`src/rtl/aurora_rv_pkg.sv`:
```
// Shared RV64I constants and decode helper for the operand issue stage.
// Holds opcode, funct7 and funct3 codes plus the decoded-instruction payload.
package aurora_rv_pkg;

    localparam int unsigned XLEN   = 64;
    localparam int unsigned REG_AW = 5;

    localparam logic [6:0] OPC_OP     = 7'b0110011;
    localparam logic [6:0] OPC_OP_IMM = 7'b0010011;

    localparam logic [6:0] F7_BASE = 7'b0000000;
    localparam logic [6:0] F7_ALT  = 7'b0100000;

    localparam logic [2:0] F3_ADD_SUB = 3'b000;
    localparam logic [2:0] F3_SLL     = 3'b001;
    localparam logic [2:0] F3_SRL_SRA = 3'b101;

    typedef enum logic {
        ST_EMPTY = 1'b0,
        ST_FULL  = 1'b1
    } issue_state_t;

    typedef struct packed {
        logic [REG_AW-1:0] rs1;
        logic [REG_AW-1:0] rs2;
        logic [REG_AW-1:0] rd;
        logic [2:0]        funct3;
        logic              funct7;
        logic              is_op;
        logic              is_shift;
        logic              legal;
    } decode_t;

    // Field extraction and legality; anything not OP/OP-IMM decodes as illegal.
    function automatic decode_t decode(input logic [31:0] instr);
        decode_t    d;
        logic [6:0] f7;
        logic [2:0] f3;
        d        = '0;
        f7       = instr[31:25];
        f3       = instr[14:12];
        d.rs1    = instr[19:15];
        d.rs2    = instr[24:20];
        d.rd     = instr[11:7];
        d.funct3 = f3;
        if (instr[6:0] == OPC_OP) begin
            d.is_op  = 1'b1;
            d.funct7 = instr[30];
            d.legal  = (f7 == F7_BASE) ||
                       ((f7 == F7_ALT) && ((f3 == F3_ADD_SUB) || (f3 == F3_SRL_SRA)));
        end else if (instr[6:0] == OPC_OP_IMM) begin
            d.legal    = 1'b1;
            d.is_shift = (f3 == F3_SLL) || (f3 == F3_SRL_SRA);
            d.funct7   = (f3 == F3_SRL_SRA) && instr[30];
        end
        return d;
    endfunction

endpackage

```
`src/rtl/regfile_2r1w.sv`:
```
// Two-read one-write register file with x0 hardwired to zero and
// same-cycle write-to-read bypass.
module regfile_2r1w #(
    parameter int unsigned XLEN = 64,
    parameter int unsigned NREG = 32,
    parameter int unsigned AW   = 5
) (
    input  logic            clk,
    input  logic            reset,
    input  logic [AW-1:0]   ra_addr,
    output logic [XLEN-1:0] ra_data,
    input  logic [AW-1:0]   rb_addr,
    output logic [XLEN-1:0] rb_data,
    input  logic            we,
    input  logic [AW-1:0]   wa,
    input  logic [XLEN-1:0] wd
);

    logic [XLEN-1:0] regs [NREG];

    always_ff @(posedge clk or posedge reset) begin
        if (reset) begin
            for (int unsigned i = 0; i < NREG; i++) begin
                regs[i] <= '0;
            end
        end else if (we && (wa != '0)) begin
            regs[wa] <= wd;
        end
    end

    // Writes to x0 are dropped, so the bypass must also ignore them.
    assign ra_data = (ra_addr == '0)          ? '0 :
                     (we && (wa == ra_addr))  ? wd : regs[ra_addr];
    assign rb_data = (rb_addr == '0)          ? '0 :
                     (we && (wa == rb_addr))  ? wd : regs[rb_addr];

endmodule

```
`src/rtl/alu_operand_issue.sv`:
```
// RV64I integer operand issue: decodes OP/OP-IMM, reads the register file,
// tracks destination hazards and presents a one-entry operand bundle to the ALU.
module alu_operand_issue #(
    parameter int unsigned XLEN = aurora_rv_pkg::XLEN,
    parameter int unsigned NREG = 32
) (
    input  logic            clk,
    input  logic            reset,
    input  logic            in_instr_valid,
    output logic            out_instr_ready,
    input  logic [31:0]     in_instr,
    output logic            out_alu_valid,
    input  logic            in_alu_ready,
    output logic [XLEN-1:0] out_rs1,
    output logic [XLEN-1:0] out_rs2,
    output logic [2:0]      out_funct3,
    output logic            out_funct7,
    output logic [4:0]      out_rd_addr,
    input  logic            in_wb_valid,
    input  logic [4:0]      in_wb_addr,
    input  logic [XLEN-1:0] in_wb_data,
    output logic            out_illegal
);

    import aurora_rv_pkg::*;

    issue_state_t    state;
    issue_state_t    state_next;
    decode_t         dec;
    logic [XLEN-1:0] rs1_data;
    logic [XLEN-1:0] rs2_data;
    logic [XLEN-1:0] op2;
    logic [NREG-1:0] pending;
    logic [NREG-1:0] pend_set;
    logic [NREG-1:0] pend_clr;
    logic            rs1_busy;
    logic            rs2_busy;
    logic            hazard;
    logic            slot_free;
    logic            accept;
    logic            issue;
    logic            consume;

    assign dec = decode(in_instr);

    regfile_2r1w #(
        .XLEN (XLEN),
        .NREG (NREG),
        .AW   (REG_AW)
    ) u_regfile (
        .clk     (clk),
        .reset   (reset),
        .ra_addr (dec.rs1),
        .ra_data (rs1_data),
        .rb_addr (dec.rs2),
        .rb_data (rs2_data),
        .we      (in_wb_valid),
        .wa      (in_wb_addr),
        .wd      (in_wb_data)
    );

    // A pending source being written back this cycle is resolved by the bypass.
    assign rs1_busy  = pending[dec.rs1] && !(in_wb_valid && (in_wb_addr == dec.rs1));
    assign rs2_busy  = pending[dec.rs2] && !(in_wb_valid && (in_wb_addr == dec.rs2));
    assign hazard    = dec.legal && (rs1_busy || (dec.is_op && rs2_busy));
    assign slot_free = (state == ST_EMPTY) || in_alu_ready;

    assign out_instr_ready = slot_free && !hazard;
    assign accept          = in_instr_valid && out_instr_ready;
    assign issue           = accept && dec.legal;
    assign consume         = (state == ST_FULL) && in_alu_ready;
    assign out_alu_valid   = (state == ST_FULL);

    // Operand B: register, zero-extended shift amount, or sign-extended immediate.
    always_comb begin
        op2 = '0;
        if (dec.is_op) begin
            op2 = rs2_data;
        end else if (dec.is_shift) begin
            op2 = XLEN'(in_instr[25:20]);
        end else begin
            op2 = {{(XLEN-12){in_instr[31]}}, in_instr[31:20]};
        end
    end

    always_ff @(posedge clk or posedge reset) begin
        if (reset) begin
            state <= ST_EMPTY;
        end else begin
            state <= state_next;
        end
    end

    always_comb begin
        state_next = state;
        unique case (state)
            ST_EMPTY: if (issue) state_next = ST_FULL;
            ST_FULL:  if (in_alu_ready && !issue) state_next = ST_EMPTY;
        endcase
    end

    // Bundle only loads on a legal accept, so it holds while the ALU stalls.
    always_ff @(posedge clk or posedge reset) begin
        if (reset) begin
            out_rs1     <= '0;
            out_rs2     <= '0;
            out_funct3  <= '0;
            out_funct7  <= 1'b0;
            out_rd_addr <= '0;
            out_illegal <= 1'b0;
        end else begin
            out_illegal <= accept && !dec.legal;
            if (issue) begin
                out_rs1     <= rs1_data;
                out_rs2     <= op2;
                out_funct3  <= dec.funct3;
                out_funct7  <= dec.funct7;
                out_rd_addr <= dec.rd;
            end
        end
    end

    // Scoreboard: set on consume of a bundle with rd!=0, cleared on writeback; set wins.
    always_comb begin
        pend_set = '0;
        pend_clr = '0;
        if (consume && (out_rd_addr != '0)) begin
            pend_set[out_rd_addr] = 1'b1;
        end
        if (in_wb_valid) begin
            pend_clr[in_wb_addr] = 1'b1;
        end
    end

    always_ff @(posedge clk or posedge reset) begin
        if (reset) begin
            pending <= '0;
        end else begin
            pending <= (pending & ~pend_clr) | pend_set;
        end
    end

endmodule

```
`config.mk`:
```
export PLATFORM = sky130hd
export DESIGN_NAME = alu_operand_issue
export DESIGN_NICKNAME = d
export VERILOG_FILES = /design/src/rtl/aurora_rv_pkg.sv /design/src/rtl/regfile_2r1w.sv /design/src/rtl/alu_operand_issue.sv
export SDC_FILE = /design/constraint.sdc
export NUM_CORES = 2
export LEC_CHECK = 0
export BUFFER_PORTS_ARGS = -buffer_cell sky130_fd_sc_hd__buf_2
export CELL_PAD_IN_SITES_DETAIL_PLACEMENT = 0
export CELL_PAD_IN_SITES_GLOBAL_PLACEMENT = 1
export CORE_ASPECT_RATIO = 0.5
export CORE_MARGIN = 3
export CORE_UTILIZATION = 59
export DETAILED_ROUTE_END_ITERATION = 12
export PLACE_DENSITY = 0.85
export SYNTH_ARGS = -nofsm -noshare
export SYNTH_HDL_FRONTEND = slang
export SYNTH_SLANG_ARGS = --single-unit
```
`constraint.sdc`:
```
create_clock -name clk -period 121.9 [get_ports clk]
set_input_delay 0 -clock clk [delete_from_list [all_inputs] [get_ports clk]]
set_output_delay 0 -clock clk [all_outputs]
set_load 0.02 [all_outputs]
```
# Yosys cells after proc, flatten, opt, wreduce, memory -nomap -nowiden
# Cells that the tools add are included.
# word_totals
output_inout_bits	140
elab_cells	133
register_bits	2219
# op_classes
bitwise_logic	7
n_mux	34
magnitude_cmp	10
reduce_logical	35
eq_ne	7
# op_table
operator	n
$bwmux 2048	1
$mux 64	11
$bmux 64 s5	2
$demux 64 s5	1
$mux 32	2
$and 32x32->32	1
$not 32->32	1
$or 32x32->32	1
$lt 5x6->1 const B	4
$logic_and 1x1->1	19
$ge 6x6->1 const B	3
$not 5->6	3
$eq 7x6->1 const B	2
$mux 1	11
$bmux 1 s5	2
$demux 1 s5	2
$eq 5x5->1	2
$ge 5x1->1 const B	2
$logic_not 5->1	2
$reduce_bool 5->1	2
$eq 7x5->1 const B	1
$logic_not 7->1	1
$lt 6x1->1 const B	1
$logic_not 1->1	5
7 further kinds	11

# Logic depth before layout (Yosys ltp)
# logic_depth
word_depth	15
mapped_depth	13
depth_no_buf	6

# Cells and area by module
# A second synthesis with hierarchy kept.
# hier_totals
hier_cells	7969
area_unflattened_um2	117270.0
# modules_own_cells
mod	seq_area_each_um2	n_inst	area_each_um2	cells_each
regfile_2r1w	51249.2	1	109023.3	7320
alu_operand_issue	4279.1	1	8246.7	649

# Worst setup path before layout
# No wires, ideal clock.
# synth_timing
path_type	input to register
from	input port in_instr[21]
to	register out_rs2[21]
t_arrival_ps	2391
setup_time_ps	139
path_slack_ps	119370
required_ps	121761
path_stages	9
path_cell_list	buf_2 -> buf_2 -> buf_1 -> clkbuf_1 -> mux4_2 -> mux4_2 -> nor4b_1 -> a2111oi_1 -> mux2i_1
# synth_via
elab_chain_cells	11
# synth_rtl
item	line	source
from (decl)	alu_operand_issue.sv:11	input logic [31:0] in_instr,
branches (longest 11 deep; another with $bmux 64 s5)	n/a	
to (signal assigned)	alu_operand_issue.sv:115	out_rs2 <= op2;
to (decl)	alu_operand_issue.sv:15	output logic [XLEN-1:0] out_rs2,
# Several ways; the timed one is not identified. The select of a mux whose other input is x is not followed.
# A chain may end at the register's enable or synchronous reset.

==> metrics.txt <==
simple-gate area share of the yosys netlist=1.99%; postcts setup bufs=0; CTS sink count=2,219; total core area=195,000 um^2; Initial Utilization=59.8%; asr flop ratio synth=100%; Layout Utilization=65.2%; H-tree depth=4; Leakage=54.6 nW; Switching Fraction=27.1%; Synth cell types=62; part of the power in registers=47.5%; largest family of logic cells by synthesized area=multiplexers; Antenna Nets Post-Route=0; Overall Global Routing Usage=37.7%; P_sw=0.555 mW; Top Ports=246; GRT overflow=0; Mapped Area=117,000 um^2; Nets=7,456; drt total wl=380,000 um; top post-synthesis cells by area=dfrtp_1, mux4_2, mux2_2; CP endpoint kind=async pin; Iter 0 DRT Violations=10,500; Comb pwr share=20.2%; Post-DP HPWL=204,000 um; CTS root buf=clkbuf_16; WL/cell=37.5 um; Post-Synthesis Cells=7,496; vias per cell=7.53; CP Class=input port to async pin; cell row count=114; max_cap viols=0; Crit path arrival time=6990 ps; Cell Int Power=1.49 mW; Setup violations, final=0; Clock power frac=32.3%; Port Buffer Count=245; number of global-route vias before repair=79,600; Slew @ Worst Pin=1280 ps; Compound-Gate Fraction of Synth Area=3.09%; proportion of synthesized area in mux cells=43.8%; Num CTS Buffers=204; Setup Skew=33.9 ps; Post-synth EDFFs=0; most instantiated cells after synthesis=dfrtp_1, mux2_2, mux4_2; Final Slew Violations=0; CTS tree=yes; fmax=164 MHz; Synth Area per Inst=15.6 um^2; most numerous cell in the Yosys netlist=dfrtp_1; maximum fanout along the worst path=107; clock latency at the later pin of the worst-skew pair=870 ps; Syn. warnings=0; HP Class=input port to flop; WP data required=122,810 ps; Die H=320 um; area grow syn2layout=9.00%; Synth area leader=dfrtp_1; initial antenna violation count=17; predominant post-synthesis flop cell=dfrtp_1; via count=76,300; die area=203,000 um^2; Seq/Total Area, Yosys=47.6%; Yosys top cell area share=47.6%; first-pass GRT wire length=556,000 um; Max clock buf depth=4; Die W=635 um; PD cells=16.1 nW/um^2; GPL Wtd Cong=0.830; largest net degree at the start of global routing=190; setup TNS=0 ps; Final Hold Slack=159 ps; status=finished clean; startpoint types=input port; Post-Synth Adder-Cell Area=0%; post-synthesis xor/xnor area fraction=0.0826%; Residual DRC=0; Worst-path clk slew=70 ps; Peak VDD IR=0.0114 mV; layout cells sized above 1=53.1%; RSZ-0062 raised after global routing=no; DRT Pass-1 Iters=6; Seq cells post-synth=2,219; Slew HR=14.4%; Syn Nets=7,602; final period utilization=4.99%; minimum clock period=6090 ps; Hold Violations, Final=0
## final cells by class
cell class                      instances  area, um^2
Fill cell                           13400       67800
Multi-Input combinational cell       4307       57400
Sequential cell                      2219       55500
Clock buffer                          306        6030
Timing Repair Buffer                  532        3850
Tap cell                             2610        3270
Clock inverter                         58         642
Inverter                               86         333
Antenna cell                           16        40.0
## worst max-delay path, cell delays in order
cell,delay (ps)
dlygate4sd3_1,540
buf_2,120
dlygate4sd3_1,620
inv_8,530
buf_4,700
buf_4,880
buf_4,770
buf_4,820
buf_4,930
buf_4,700
## layer usage
metal,up-vias,global-route usage [%],share of wire (%)
li1,28800,-,-
met1,41300,51.9,38
met2,5030,56.5,45
met3,1100,10.8,12
met4,8,16.9,5.0
met5,-,0,0.012
## worst paths after layout
path	startpoint	end	slack [ps]	cells past startpoint
min	in_instr[0]	out_illegal	160	5
max reg2reg	pending[5]	out_rs1[43]	117620	7
min in group asynchronous	reset	u_regfile.regs[1782]	480	4
max	reset	u_regfile.regs[660]	115810	10
min reg2reg	u_regfile.regs[2012]	u_regfile.regs[2012]	400	0
max in group clk	in_instr[15]	out_rs1[16]	117200	11
## power by group through the flow
| stage | Clock (mW) | Combinational (mW) | Sequential [mW] |
|---|---|---|---|
| after floorplan | 0 | 0.324 | 0.954 |
| after global placement | 0 | 0.391 | 0.958 |
| after detailed placement | 0 | 0.407 | 0.978 |
| after CTS | 0.664 | 0.412 | 0.965 |
| after global routing | 0.697 | 0.438 | 0.983 |
| final | 0.660 | 0.413 | 0.971 |
## repair_timing
action / 4_1_cts / 5_1_grt
setup endpoints to repair: 0 / 0
hold buffers: 117 / 0
hold endpoints to repair: 2242 / 0
resized for setup: 0 / 0
## cells by family after synthesis
family	count (synthesis)
multiplexers	3423
flip-flops	2219
buffers and inverters	970
AO/OA/AOI/OAI	472
AND/OR/NAND/NOR	401
XOR/XNOR	11
## flip-flops by register name, summed over array words and instances, names as in the netlist
signal          cells
pending            32
out_rd_addr         5
out_funct7          1
u_regfile.regs   2048
out_alu_valid       1
out_funct3          3
out_rs1            64
out_illegal         1
out_rs2            64
## per-stage QoR
step / area (um^2) / std cells / power, mW / setup slack [ps]
2_1_floorplan: 117000 / 7496 / 1.28 / 59200
3_3_place_gp: 119000 / 9637 / 1.35 / 116410
3_5_place_dp: 119000 / 9637 / 1.39 / 116000
4_1_cts: 127000 / 10100 / 2.04 / 115700
5_1_grt: 127000 / 10100 / 2.12 / 115000
6_report: 127000 / 10100 / 2.04 / 115810
## cell usage in the layout, fill, tap and decap left out, types with 14 or more instances in the layout
cell | netlist | layout
diode_2 | 0 | 16
nor2_1 | 39 | 18
nor2_4 | 0 | 20
a22oi_1 | 120 | 120
nand2_1 | 104 | 89
a31oi_1 | 14 | 14
nor3_1 | 32 | 30
nor2b_1 | 22 | 16
inv_1 | 86 | 84
clkbuf_1 | 661 | 53
nand3_1 | 47 | 47
a22o_1 | 53 | 53
o21ai_0 | 57 | 57
dfrtp_1 | 2219 | 2219
mux2i_1 | 235 | 235
nand2_4 | 0 | 15
buf_4 | 43 | 163
clkinv_2 | 0 | 37
a2111oi_1 | 22 | 22
dlygate4sd3_1 | 0 | 117
o221ai_1 | 15 | 15
a211oi_1 | 35 | 35
buf_2 | 127 | 235
clkbuf_8 | 0 | 44
nor4b_1 | 94 | 94
a21oi_1 | 65 | 65
a2111oi_2 | 24 | 24
clkbuf_16 | 0 | 209
nand2b_1 | 30 | 30
mux4_2 | 1133 | 1133
mux2_2 | 2047 | 2047
No activity file was read; power rests on OpenSTA's default activity.
